**config.mk**
```make
export PLATFORM = sky130hd
export DESIGN_NAME = branch_resolve_stage_flat
export DESIGN_NICKNAME = d
export VERILOG_FILES = /design/src/rtl/branch_resolve_stage_if.sv /design/src/rtl/branch_resolve_stage.sv /design/src/flat_wrapper.sv
export SDC_FILE = /design/constraint.sdc
export NUM_CORES = 1
export LEC_CHECK = 0
export BUFFER_PORTS_ARGS = -buffer_cell sky130_fd_sc_hd__buf_4
export CORE_MARGIN = 1.5
export CORE_UTILIZATION = 54
export DETAILED_ROUTE_END_ITERATION = 10
export PLACE_DENSITY = 0.81
export SLEW_MARGIN = 20
export SYNTH_ARGS = -nofsm -noshare
export SYNTH_HDL_FRONTEND = slang
export SYNTH_SLANG_ARGS = --single-unit
```
**constraint.sdc**
```tcl
create_clock -name i_clock -period 2.3 [get_ports i_clock]
set_clock_uncertainty 0.2 [all_clocks]
set_input_delay 0.23 -clock i_clock [delete_from_list [all_inputs] [get_ports i_clock]]
set_output_delay 0.23 -clock i_clock [all_outputs]
set_load 0.01 [all_outputs]
```
**src/rtl/branch_resolve_stage_if.sv**
```systemverilog
// Branch-resolve bus: branch-unit input, CDB result port, fetch redirect and
// predictor update, grouped so the stage and its neighbours share one bundle.
interface branch_resolve_stage_if #(
    parameter int XLEN      = 32,
    parameter int ROB_TAG_W = 5
);
    logic                 flush;

    logic                 in_valid;
    logic                 in_ready;
    logic [5:0]           in_func;
    logic [XLEN-1:0]      in_pc;
    logic                 in_cond;
    logic [XLEN-1:0]      in_target_pc;
    logic                 in_pred_taken;
    logic [XLEN-1:0]      in_pred_target;
    logic [ROB_TAG_W-1:0] in_rob_tag;

    logic                 cdb_req;
    logic                 cdb_grant;
    logic [ROB_TAG_W-1:0] cdb_tag;
    logic [XLEN-1:0]      cdb_value;
    logic                 cdb_mispredict;
    logic [XLEN-1:0]      cdb_next_pc;

    logic                 redirect_valid;
    logic [XLEN-1:0]      redirect_pc;

    logic                 bp_upd_valid;
    logic [XLEN-1:0]      bp_upd_pc;
    logic                 bp_upd_taken;
    logic [XLEN-1:0]      bp_upd_target;

    modport slave (
        input  flush, in_valid, in_func, in_pc, in_cond, in_target_pc,
               in_pred_taken, in_pred_target, in_rob_tag, cdb_grant,
        output in_ready, cdb_req, cdb_tag, cdb_value, cdb_mispredict, cdb_next_pc,
               redirect_valid, redirect_pc, bp_upd_valid, bp_upd_pc,
               bp_upd_taken, bp_upd_target
    );

    modport master (
        output flush, in_valid, in_func, in_pc, in_cond, in_target_pc,
               in_pred_taken, in_pred_target, in_rob_tag, cdb_grant,
        input  in_ready, cdb_req, cdb_tag, cdb_value, cdb_mispredict, cdb_next_pc,
               redirect_valid, redirect_pc, bp_upd_valid, bp_upd_pc,
               bp_upd_taken, bp_upd_target
    );
endinterface

```
**src/rtl/branch_resolve_stage.sv**
```systemverilog
// Resolves branch results against the front-end prediction, queues them for the
// CDB, and on a misprediction pulses redirect/update then stalls until flush.
module branch_resolve_stage #(
    parameter int XLEN      = 32,
    parameter int ROB_TAG_W = 5,
    parameter int DEPTH     = 2
) (
    input  logic                  i_clock,
    input  logic                  i_reset_n,
    branch_resolve_stage_if.slave bus
);
    localparam int PTR_W = (DEPTH > 1) ? $clog2(DEPTH) : 1;
    localparam int CNT_W = $clog2(DEPTH + 1);

    typedef enum logic {
        ST_RUN,
        ST_WAIT_FLUSH
    } state_t;

    typedef struct packed {
        logic [ROB_TAG_W-1:0] tag;
        logic [XLEN-1:0]      value;
        logic                 mispredict;
        logic [XLEN-1:0]      next_pc;
    } entry_t;

    state_t           r_state;
    state_t           w_state_next;
    entry_t           r_mem [DEPTH];
    logic [PTR_W-1:0] r_rd_ptr;
    logic [PTR_W-1:0] r_wr_ptr;
    logic [CNT_W-1:0] r_count;

    logic             w_full;
    logic             w_empty;
    logic             w_in_ready;
    logic             w_accept;
    logic             w_pop;

    logic [XLEN-1:0]  w_actual_target;
    logic             w_actual_taken;
    logic [XLEN-1:0]  w_pc_plus4;
    logic [XLEN-1:0]  w_next_pc;
    logic             w_mispredict;
    logic [XLEN-1:0]  w_link;
    logic             w_is_branch;
    entry_t           w_entry;

    logic             r_redirect_valid;
    logic [XLEN-1:0]  r_redirect_pc;
    logic             r_bp_upd_valid;
    logic [XLEN-1:0]  r_bp_upd_pc;
    logic             r_bp_upd_taken;
    logic [XLEN-1:0]  r_bp_upd_target;

    // Branch outcome evaluation; register-indirect targets drop bit 0.
    always_comb begin
        w_actual_target = (bus.in_func == 6'h15) ? {bus.in_target_pc[XLEN-1:1], 1'b0}
                                                 : bus.in_target_pc;
        w_actual_taken  = bus.in_cond;
        w_pc_plus4      = bus.in_pc + XLEN'(4);
        w_next_pc       = w_actual_taken ? w_actual_target : w_pc_plus4;
        w_mispredict    = (w_actual_taken != bus.in_pred_taken) ||
                          (w_actual_taken && (w_actual_target != bus.in_pred_target));
        w_link          = ((bus.in_func == 6'h14) || (bus.in_func == 6'h15)) ? w_pc_plus4 : '0;
        w_is_branch     = (bus.in_func >= 6'h0e) && (bus.in_func <= 6'h16);
        w_entry         = '{tag: bus.in_rob_tag, value: w_link,
                            mispredict: w_mispredict, next_pc: w_next_pc};
    end

    assign w_full   = (r_count == CNT_W'(DEPTH));
    assign w_empty  = (r_count == '0);
    // flush outranks both the incoming branch and the CDB grant.
    assign w_accept = bus.in_valid && w_in_ready && !bus.flush;
    assign w_pop    = !w_empty && bus.cdb_grant && !bus.flush;

    always_ff @(posedge i_clock or negedge i_reset_n) begin
        if (!i_reset_n) begin
            r_state <= ST_RUN;
        end else begin
            // NOTE: state elements use non-blocking assignment so every register
            // samples pre-edge values regardless of block ordering.
            r_state <= w_state_next;
        end
    end

    always_comb begin
        // NOTE: every output of this block is defaulted first so no path leaves
        // a signal unassigned, which would infer a latch.
        w_state_next = r_state;
        w_in_ready   = 1'b0;
        case (r_state)
            ST_RUN: begin
                w_in_ready = !w_full;
                if (w_accept && w_mispredict) begin
                    w_state_next = ST_WAIT_FLUSH;
                end
            end
            ST_WAIT_FLUSH: begin
                w_in_ready = 1'b0;
            end
            default: begin
                w_state_next = ST_RUN;
            end
        endcase
        if (bus.flush) begin
            w_state_next = ST_RUN;
        end
    end

    always_ff @(posedge i_clock or negedge i_reset_n) begin
        if (!i_reset_n) begin
            r_rd_ptr <= '0;
            r_wr_ptr <= '0;
            r_count  <= '0;
            // NOTE: the storage is tiny and the head drives outputs that must read
            // as zero out of reset, so the entries are cleared here as well.
            for (int i = 0; i < DEPTH; i++) begin
                r_mem[i] <= '0;
            end
        end else if (bus.flush) begin
            r_rd_ptr <= '0;
            r_wr_ptr <= '0;
            r_count  <= '0;
        end else begin
            if (w_accept) begin
                r_mem[r_wr_ptr] <= w_entry;
                r_wr_ptr        <= r_wr_ptr + PTR_W'(1);
            end
            if (w_pop) begin
                r_rd_ptr <= r_rd_ptr + PTR_W'(1);
            end
            case ({w_accept, w_pop})
                2'b10:   r_count <= r_count + CNT_W'(1);
                2'b01:   r_count <= r_count - CNT_W'(1);
                default: r_count <= r_count;
            endcase
        end
    end

    // Single-cycle redirect and predictor-update pulses, one cycle after accept.
    always_ff @(posedge i_clock or negedge i_reset_n) begin
        if (!i_reset_n) begin
            r_redirect_valid <= 1'b0;
            r_redirect_pc    <= '0;
            r_bp_upd_valid   <= 1'b0;
            r_bp_upd_pc      <= '0;
            r_bp_upd_taken   <= 1'b0;
            r_bp_upd_target  <= '0;
        end else begin
            r_redirect_valid <= w_accept && w_mispredict;
            r_bp_upd_valid   <= w_accept && w_is_branch;
            if (w_accept && w_mispredict) begin
                r_redirect_pc <= w_next_pc;
            end
            if (w_accept && w_is_branch) begin
                r_bp_upd_pc     <= bus.in_pc;
                r_bp_upd_taken  <= w_actual_taken;
                r_bp_upd_target <= w_actual_target;
            end
        end
    end

    assign bus.in_ready       = w_in_ready;
    assign bus.cdb_req        = !w_empty;
    assign bus.cdb_tag        = r_mem[r_rd_ptr].tag;
    assign bus.cdb_value      = r_mem[r_rd_ptr].value;
    assign bus.cdb_mispredict = r_mem[r_rd_ptr].mispredict;
    assign bus.cdb_next_pc    = r_mem[r_rd_ptr].next_pc;
    assign bus.redirect_valid = r_redirect_valid;
    assign bus.redirect_pc    = r_redirect_pc;
    assign bus.bp_upd_valid   = r_bp_upd_valid;
    assign bus.bp_upd_pc      = r_bp_upd_pc;
    assign bus.bp_upd_taken   = r_bp_upd_taken;
    assign bus.bp_upd_target  = r_bp_upd_target;
endmodule

```
**src/flat_wrapper.sv**
```systemverilog
// flat-port wrapper written by rule: the top's interface ports become plain ports
module branch_resolve_stage_flat 
#(
    parameter int XLEN      = 32,
    parameter int ROB_TAG_W = 5,
    parameter int DEPTH     = 2
)
  (i_clock, i_reset_n, bus_flush, bus_in_valid, bus_in_func, bus_in_pc, bus_in_cond, bus_in_target_pc, bus_in_pred_taken, bus_in_pred_target, bus_in_rob_tag, bus_cdb_grant, bus_in_ready, bus_cdb_req, bus_cdb_tag, bus_cdb_value, bus_cdb_mispredict, bus_cdb_next_pc, bus_redirect_valid, bus_redirect_pc, bus_bp_upd_valid, bus_bp_upd_pc, bus_bp_upd_taken, bus_bp_upd_target);
  branch_resolve_stage_if #(.XLEN(XLEN), .ROB_TAG_W(ROB_TAG_W)) bus_i ();
  input  logic i_clock;
  input  logic i_reset_n;
  input wire logic [$bits(bus_i.flush)-1:0] bus_flush;
  input wire logic [$bits(bus_i.in_valid)-1:0] bus_in_valid;
  input wire logic [$bits(bus_i.in_func)-1:0] bus_in_func;
  input wire logic [$bits(bus_i.in_pc)-1:0] bus_in_pc;
  input wire logic [$bits(bus_i.in_cond)-1:0] bus_in_cond;
  input wire logic [$bits(bus_i.in_target_pc)-1:0] bus_in_target_pc;
  input wire logic [$bits(bus_i.in_pred_taken)-1:0] bus_in_pred_taken;
  input wire logic [$bits(bus_i.in_pred_target)-1:0] bus_in_pred_target;
  input wire logic [$bits(bus_i.in_rob_tag)-1:0] bus_in_rob_tag;
  input wire logic [$bits(bus_i.cdb_grant)-1:0] bus_cdb_grant;
  output wire logic [$bits(bus_i.in_ready)-1:0] bus_in_ready;
  output wire logic [$bits(bus_i.cdb_req)-1:0] bus_cdb_req;
  output wire logic [$bits(bus_i.cdb_tag)-1:0] bus_cdb_tag;
  output wire logic [$bits(bus_i.cdb_value)-1:0] bus_cdb_value;
  output wire logic [$bits(bus_i.cdb_mispredict)-1:0] bus_cdb_mispredict;
  output wire logic [$bits(bus_i.cdb_next_pc)-1:0] bus_cdb_next_pc;
  output wire logic [$bits(bus_i.redirect_valid)-1:0] bus_redirect_valid;
  output wire logic [$bits(bus_i.redirect_pc)-1:0] bus_redirect_pc;
  output wire logic [$bits(bus_i.bp_upd_valid)-1:0] bus_bp_upd_valid;
  output wire logic [$bits(bus_i.bp_upd_pc)-1:0] bus_bp_upd_pc;
  output wire logic [$bits(bus_i.bp_upd_taken)-1:0] bus_bp_upd_taken;
  output wire logic [$bits(bus_i.bp_upd_target)-1:0] bus_bp_upd_target;
  assign bus_i.flush = bus_flush;
  assign bus_i.in_valid = bus_in_valid;
  assign bus_i.in_func = bus_in_func;
  assign bus_i.in_pc = bus_in_pc;
  assign bus_i.in_cond = bus_in_cond;
  assign bus_i.in_target_pc = bus_in_target_pc;
  assign bus_i.in_pred_taken = bus_in_pred_taken;
  assign bus_i.in_pred_target = bus_in_pred_target;
  assign bus_i.in_rob_tag = bus_in_rob_tag;
  assign bus_i.cdb_grant = bus_cdb_grant;
  assign bus_in_ready = bus_i.in_ready;
  assign bus_cdb_req = bus_i.cdb_req;
  assign bus_cdb_tag = bus_i.cdb_tag;
  assign bus_cdb_value = bus_i.cdb_value;
  assign bus_cdb_mispredict = bus_i.cdb_mispredict;
  assign bus_cdb_next_pc = bus_i.cdb_next_pc;
  assign bus_redirect_valid = bus_i.redirect_valid;
  assign bus_redirect_pc = bus_i.redirect_pc;
  assign bus_bp_upd_valid = bus_i.bp_upd_valid;
  assign bus_bp_upd_pc = bus_i.bp_upd_pc;
  assign bus_bp_upd_taken = bus_i.bp_upd_taken;
  assign bus_bp_upd_target = bus_i.bp_upd_target;
  branch_resolve_stage #(.XLEN(XLEN), .ROB_TAG_W(ROB_TAG_W), .DEPTH(DEPTH)) u_core (.i_clock(i_clock), .i_reset_n(i_reset_n), .bus(bus_i));
endmodule
```
After elaboration in Yosys (flattened, before gate mapping)
Cells that the tools add are included.
W data, S select, Z words.
- bitwise operators: 4
- equality and inequality tests: 7
- order comparisons: 5
- multiplexer cells: 19
- add/sub/neg operators: 5
- reduce and logical (&&, ||, !) cells: 19
- operators with widths (kind ; number):
    $mux W70 ; 4
    $bwmux W140 ; 1
    $demux W70 S1 ; 1
    $mux W32 ; 2
    $add A32 B3 Y32 const B ; 1
    $ne A32 B32 Y1 ; 1
    $eq A6 B5 Y1 const B ; 2
    $logic_and A1 B1 Y1 ; 9
    $mux W1 ; 8
    $ge A6 B4 Y1 const B ; 1
    $le A6 B5 Y1 const B ; 1
    $eq A2 B2 Y1 const B ; 2
    $ge A2 B2 Y1 const B ; 2
    $not A1 Y2 ; 2
    $pmux W2 S2 ; 1
    $reduce_bool A2 Y1 ; 2
    $logic_not A1 Y1 ; 3
    $reduce_bool A3 Y1 ; 1
    $add A1 B1 Y1 const B ; 2
    $add A2 B1 Y2 const B ; 1
    $eq A2 B1 Y1 const B ; 1
    $logic_not A2 Y1 ; 1
    $logic_or A1 B1 Y1 ; 2
    $lt A2 B1 Y1 const B ; 1
    other kinds (6) ; 7
- input bits: 114
- flip-flop bits (word level): 244
- logic and storage cells: 77
- output and inout bits: 171

Longest topological paths before layout
- depth after elaboration: 9
- gate-level depth with buffers: 9
- gate-level depth less buffers: 7

Worst setup path before layout
No wires, ideal clock.
- path type: reg2reg
- from: register u_core.r_count[1]
- to: register u_core.r_bp_upd_pc[10] (netlist: u_core.bus.bp_upd_pc[10])
- cell stages (with the launch flop): 8
- path slack: 66 ps
- required time: 1975 ps
- path buffers: 2
- library setup time: 125 ps
- arrival: 1909 ps
- clock period less this slack: 2234 ps
- path through: dfrtp_1 -> nor2b_1 -> nor2_1 -> nand3_1 -> or3_1 -> clkbuf_1 -> buf_2 -> mux2_2
- longest elaborated chain between the ends: 6
- ends and longest elaborated chain (item ; RTL line ; RTL):
    from (decl) ; branch_resolve_stage.sv:32 ; logic [CNT_W-1:0] r_count;
    from (signal assigned) ; branch_resolve_stage.sv:134 ; 2'b10: r_count <= r_count + CNT_W'(1);
    from (signal assigned) ; branch_resolve_stage.sv:135 ; 2'b01: r_count <= r_count - CNT_W'(1);
    from (signal assigned) ; branch_resolve_stage.sv:136 ; default: r_count <= r_count;
    $eq A2 B2 Y1 ; branch_resolve_stage.sv:71 ; assign w_full = (r_count == CNT_W'(DEPTH));
    $logic_not A1 Y1 ; branch_resolve_stage.sv:94 ; w_in_ready = !w_full;
    $pmux W1 S2 ; branch_resolve_stage.sv:92 ; case (r_state)
    named net bus_in_ready ; flat_wrapper.sv:22 ; output wire logic [$bits(bus_i.in_ready)-1:0] bus_in_ready;
    $logic_and A1 B1 Y1 (2 in series) ; branch_resolve_stage.sv:74 ; assign w_accept = bus.in_valid && w_in_ready && !bus.flush;
    $logic_and A1 B1 Y1 ; branch_resolve_stage.sv:156 ; if (w_accept && w_is_branch) begin
    to (signal assigned) ; branch_resolve_stage.sv:157 ; r_bp_upd_pc <= bus.in_pc;
    to (decl) ; branch_resolve_stage.sv:52 ; logic [XLEN-1:0] r_bp_upd_pc;
The timed path passes the listed nets, and every way through them passes these cells.
A chain may end at the register's enable or synchronous reset.

Worst setup path after layout
- from: input bus_in_pc[4]
- to: register u_core.r_redirect_pc[31] (netlist: u_core.bus.redirect_pc[31])
- longest elaborated chain between the ends: 2
- ends and longest elaborated chain (item ; RTL line ; RTL):
    from (decl) ; flat_wrapper.sv:15 ; input wire logic [$bits(bus_i.in_pc)-1:0] bus_in_pc;
    $add A32 B3 Y32 ; branch_resolve_stage.sv:61 ; w_pc_plus4 = bus.in_pc + XLEN'(4);
    $mux W32 ; branch_resolve_stage.sv:62 ; w_next_pc = w_actual_taken ? w_actual_target : w_pc_plus4;
    to (signal assigned) ; branch_resolve_stage.sv:154 ; r_redirect_pc <= w_next_pc;
    to (decl) ; branch_resolve_stage.sv:50 ; logic [XLEN-1:0] r_redirect_pc;
Every way passes these cells.

==> qor.csv <==
stage;metric;value;unit
clock_network;worst-skew pair later-pin latency;0.52;ns
hold_path;Hold WC Path Type;in -> reg;
die;starting density of the core;0.557;
synth;area leader, netlist;dfrtp_1;
clock_network;clk sink count;244;
placement;DP HPWL;26.0;mm
final_layout;final std cells w/o fill;1667;
synth;mux cell area share after synthesis;0.255;
global_route;first-pass GRT wire length;56.7;mm
global_route;total congestion overflow;0;
route;wire length per cell;22.5;um
timing;Slew HR;0.579;
route;via/cell ratio;5.63;
synth;dominant cells by area after synthesis;dfrtp_1 (54%), mux2_2 (22%), nand2_1 (3.4%);
die;# IOs;285;
setup_path;CP required;2.51;ns
final_layout;FF+latch area;6110;um^2
synth;Post-Synth Adder-Cell Area;0.00110;
clock_network;clk root buf;clkbuf_16;
route;DR iter-0 viols;553;
setup_path;CP Class;in -> reg;
synth;synthesized flop and latch total;244;
timing;Final Setup Violations;0;
setup_path;endpoint class of the critical path;flip-flop;
placement;IO buf count;284;
pwr;leak pwr;0.00796;uW
synth;yosys synthesis warning count;0;
placement;dpl cells;1540;
final_layout;Area Growth Syn to Fin;44.0;%
clock_network;maximum root-to-sink buffer count;3;
setup_path;critical path arrival;2.50;ns
synth;largest family of logic cells by synthesized area;multiplexers;
die;die height;148;um
synth;Post-Synth XOR/XNOR Area;0.0431;
global_route;number of global-route vias before repair;9758;
route;DRT Pass-1 Iters;5;
final_layout;number of diodes;0;
pwr;VDD IR-drop max;745;uV
route;routed wire length;37.4;mm
timing;WHS;0.0577;ns
clock_network;CTS tree;done;
timing;fmax;437;MHz
clock_network;H-tree levels;1;
timing;worst-margin pin slew;0.626;ns
setup_path;slowest stage delay, CP;0.54;ns
final_layout;multi-input logic area;5060;um^2
timing;final hold viol count;0;
die;die width;148;um
setup_path;crit path cell chain;dlygate4sd3_1 -> buf_4 -> and3_1 -> and3_1 -> nand4_1 -> xor2_1 -> mux2i_2 -> mux2_2;
timing;post-route minimum period;2.29;ns
global_route;initial antenna violation count;0;
final_layout;share of cells above drive strength 1;0.491;
synth;Yosys top cell area share;0.537;
setup_path;Crit-path slowest cell;dlygate4sd3_1;
final_layout;FILL cells;1230;
setup_path;most frequent CP cell;and3_1;
synth;syn_area_per_cell;12.1;um^2
job;max_cap viols;0;
synth;Synth Cell Area;11400;um^2
timing;worst setup margin;0.00942;ns
timing;Slew Viols, Final;0;
hold_path;WHS Path Cells;4;
synth;Synth Area in Simple Gates;0.0897;
route;DRC;0;
final_layout;Nets;1493;
placement;Place WS;-0.588;ns
synth;Syn Inst Count;940;
die;core area;20400;um^2
route;total number of vias;9393;
setup_path;Crit Path Max Fanout;7;
die;row count;52;
die;Die Area;21900;um^2
global_route;pin count of the biggest net entering global routing;65;
synth;Synth cell types;46;
setup_path;R2R depth;6;
pwr;cell area power density;864;nW/um^2
timing;final worst path period share;0.996;
placement;GPL Wtd Cong;0.828;
route;number of routed nets with antenna violations;0;
synth;syn_nets;1055;
setup_path;reg2reg setup slack;0.07;ns
setup_path;Worst setup SP type;input port;
clock_network;Reg clk slew, reported paths;0.06;ns
synth;Synth Area in Compound Gates;0.0441;
synth;sequential area share after synthesis;0.537;
global_route;Total GRT Usage;0.341;
clock_network;cts bufs inserted;26;
outcome;status;completed;
-- worst max-delay path: cells and delay by family --
family	cells	cell delay, ns
xor gates and xnor gates	1	0.32
and+or+nand+nor	3	0.72
buffers and inverters	2	0.69
muxes	2	0.53
-- worst paths after layout --
check | startpoint | end
max | bus_in_pc[4] | u_core.bus.redirect_pc[31]
min | bus_in_valid | u_core.r_wr_ptr
max reg2reg | u_core.r_count[1] | u_core.bus.bp_upd_pc[16]
min reg2reg | u_core.r_mem[134] | u_core.r_mem[134]
max in group asynchronous | i_reset_n | u_core.r_mem[131]
min in group asynchronous | i_reset_n | u_core.r_mem[103]
-- metrics by stage --
step	power, uW	utilization	setup TNS [ns]	cell area, um^2
finish	14100	0.801	0	16400
global placement	9540	0.715	-19.17	14600
global route	14700	0.801	-0.0783	16400
floorplan	7510	-	0	11400
detailed placement	9700	0.715	-20.96	14600
CTS	14100	0.796	-0.0131	16300
-- power breakdown --
group	total (uW)	internal, uW	switching, uW
sequential	5890	5280	605
combinational	4020	2180	1840
clock	4250	2510	1730
-- area by class of cell --
class / count / share of cell area
Sequential cell: 244 / 0.373
Multi-Input combinational cell: 615 / 0.309
Timing Repair Buffer: 461 / 0.237
Clock buffer: 38 / 0.0487
Tap cell: 270 / 0.0206
Inverter: 30 / 0.00688
Clock inverter: 9 / 0.00482
-- sequential cells by signal, indices dropped and copies added (netlist names) --
name                       flops
u_core.bus.bp_upd_valid        1
u_core.bus.bp_upd_taken        1
u_core.r_wr_ptr                1
u_core.r_mem                 140
u_core.bus.bp_upd_target      32
u_core.r_rd_ptr                1
u_core.r_state                 1
u_core.bus.bp_upd_pc          32
u_core.bus.redirect_valid      1
u_core.r_count                 2
u_core.bus.redirect_pc        32
-- kinds of logic after synthesis --
| family | count (synthesis) |
|---|---|
| muxes | 261 |
| DFF | 244 |
| and+or+nand+nor | 205 |
| AOI/OAI and AO/OA | 92 |
| buffers and inverters | 81 |
| xor gates and xnor gates | 56 |
| adders and majority gates | 1 |
-- synth_stat cells (all sizes together) --
master and instances:
o21ai 75, nor3b 1, a2111oi 1, a31oi 1
and2 14, buf 23, mux2 228, nand2b 8
or2 2, nand3 14, ha 1, a21oi 4
o31ai 4, a222oi 1, a21o 1, clkbuf 28
a41oi 1, or3 2, and3 6, xnor2 17
nand4 14, dfrtp 244, nor2 17, o211ai 1
o21a 1, nand4bb 1, nor4 13, inv 30
nor3 3, or4b 1, nand2 104, o31a 1
o2111a 1, xor2 39, mux2i 33, nor4b 1
nor2b 3, or4 1
-- what timing repair did --
action	in CTS	in global routing
pin swaps	0	3
endpoints found under the hold margin	383	0
gates resized for setup	2	17
buffers inserted	2	2
endpoints found under the setup margin	128	177
hold buffers	76	0
-- layout by cell type, fill, tap and decap left out, types with 4 or more instances in the layout --
| cell type | synthesis | routed |
|---|---|---|
| dlygate4sd3_1 | 0 | 76 |
| mux2i_1 | 33 | 31 |
| nor4_1 | 11 | 8 |
| and2_1 | 14 | 14 |
| o31ai_1 | 4 | 4 |
| clkinv_2 | 0 | 6 |
| clkbuf_8 | 0 | 8 |
| a21oi_1 | 4 | 4 |
| nand4_1 | 12 | 12 |
| xnor2_1 | 17 | 14 |
| dfrtp_1 | 244 | 243 |
| nand3_1 | 14 | 13 |
| and3_1 | 6 | 5 |
| buf_4 | 1 | 366 |
| inv_1 | 30 | 30 |
| mux2_2 | 227 | 226 |
| clkbuf_16 | 0 | 27 |
| xor2_1 | 39 | 38 |
| o21ai_0 | 75 | 75 |
| buf_12 | 0 | 17 |
| nor2_1 | 17 | 16 |
| nand2b_1 | 8 | 7 |
| nand2_1 | 104 | 103 |
-- routing by layer --
layer,global-route usage,up-vias,wire [um]
met2,0.569,403,18300
met3,0.0577,98,2640
met1,0.444,4741,14800
met4,0.142,0,1670
met5,0,-,0
li1,-,4151,-
(Power assumes the default switching activity.)
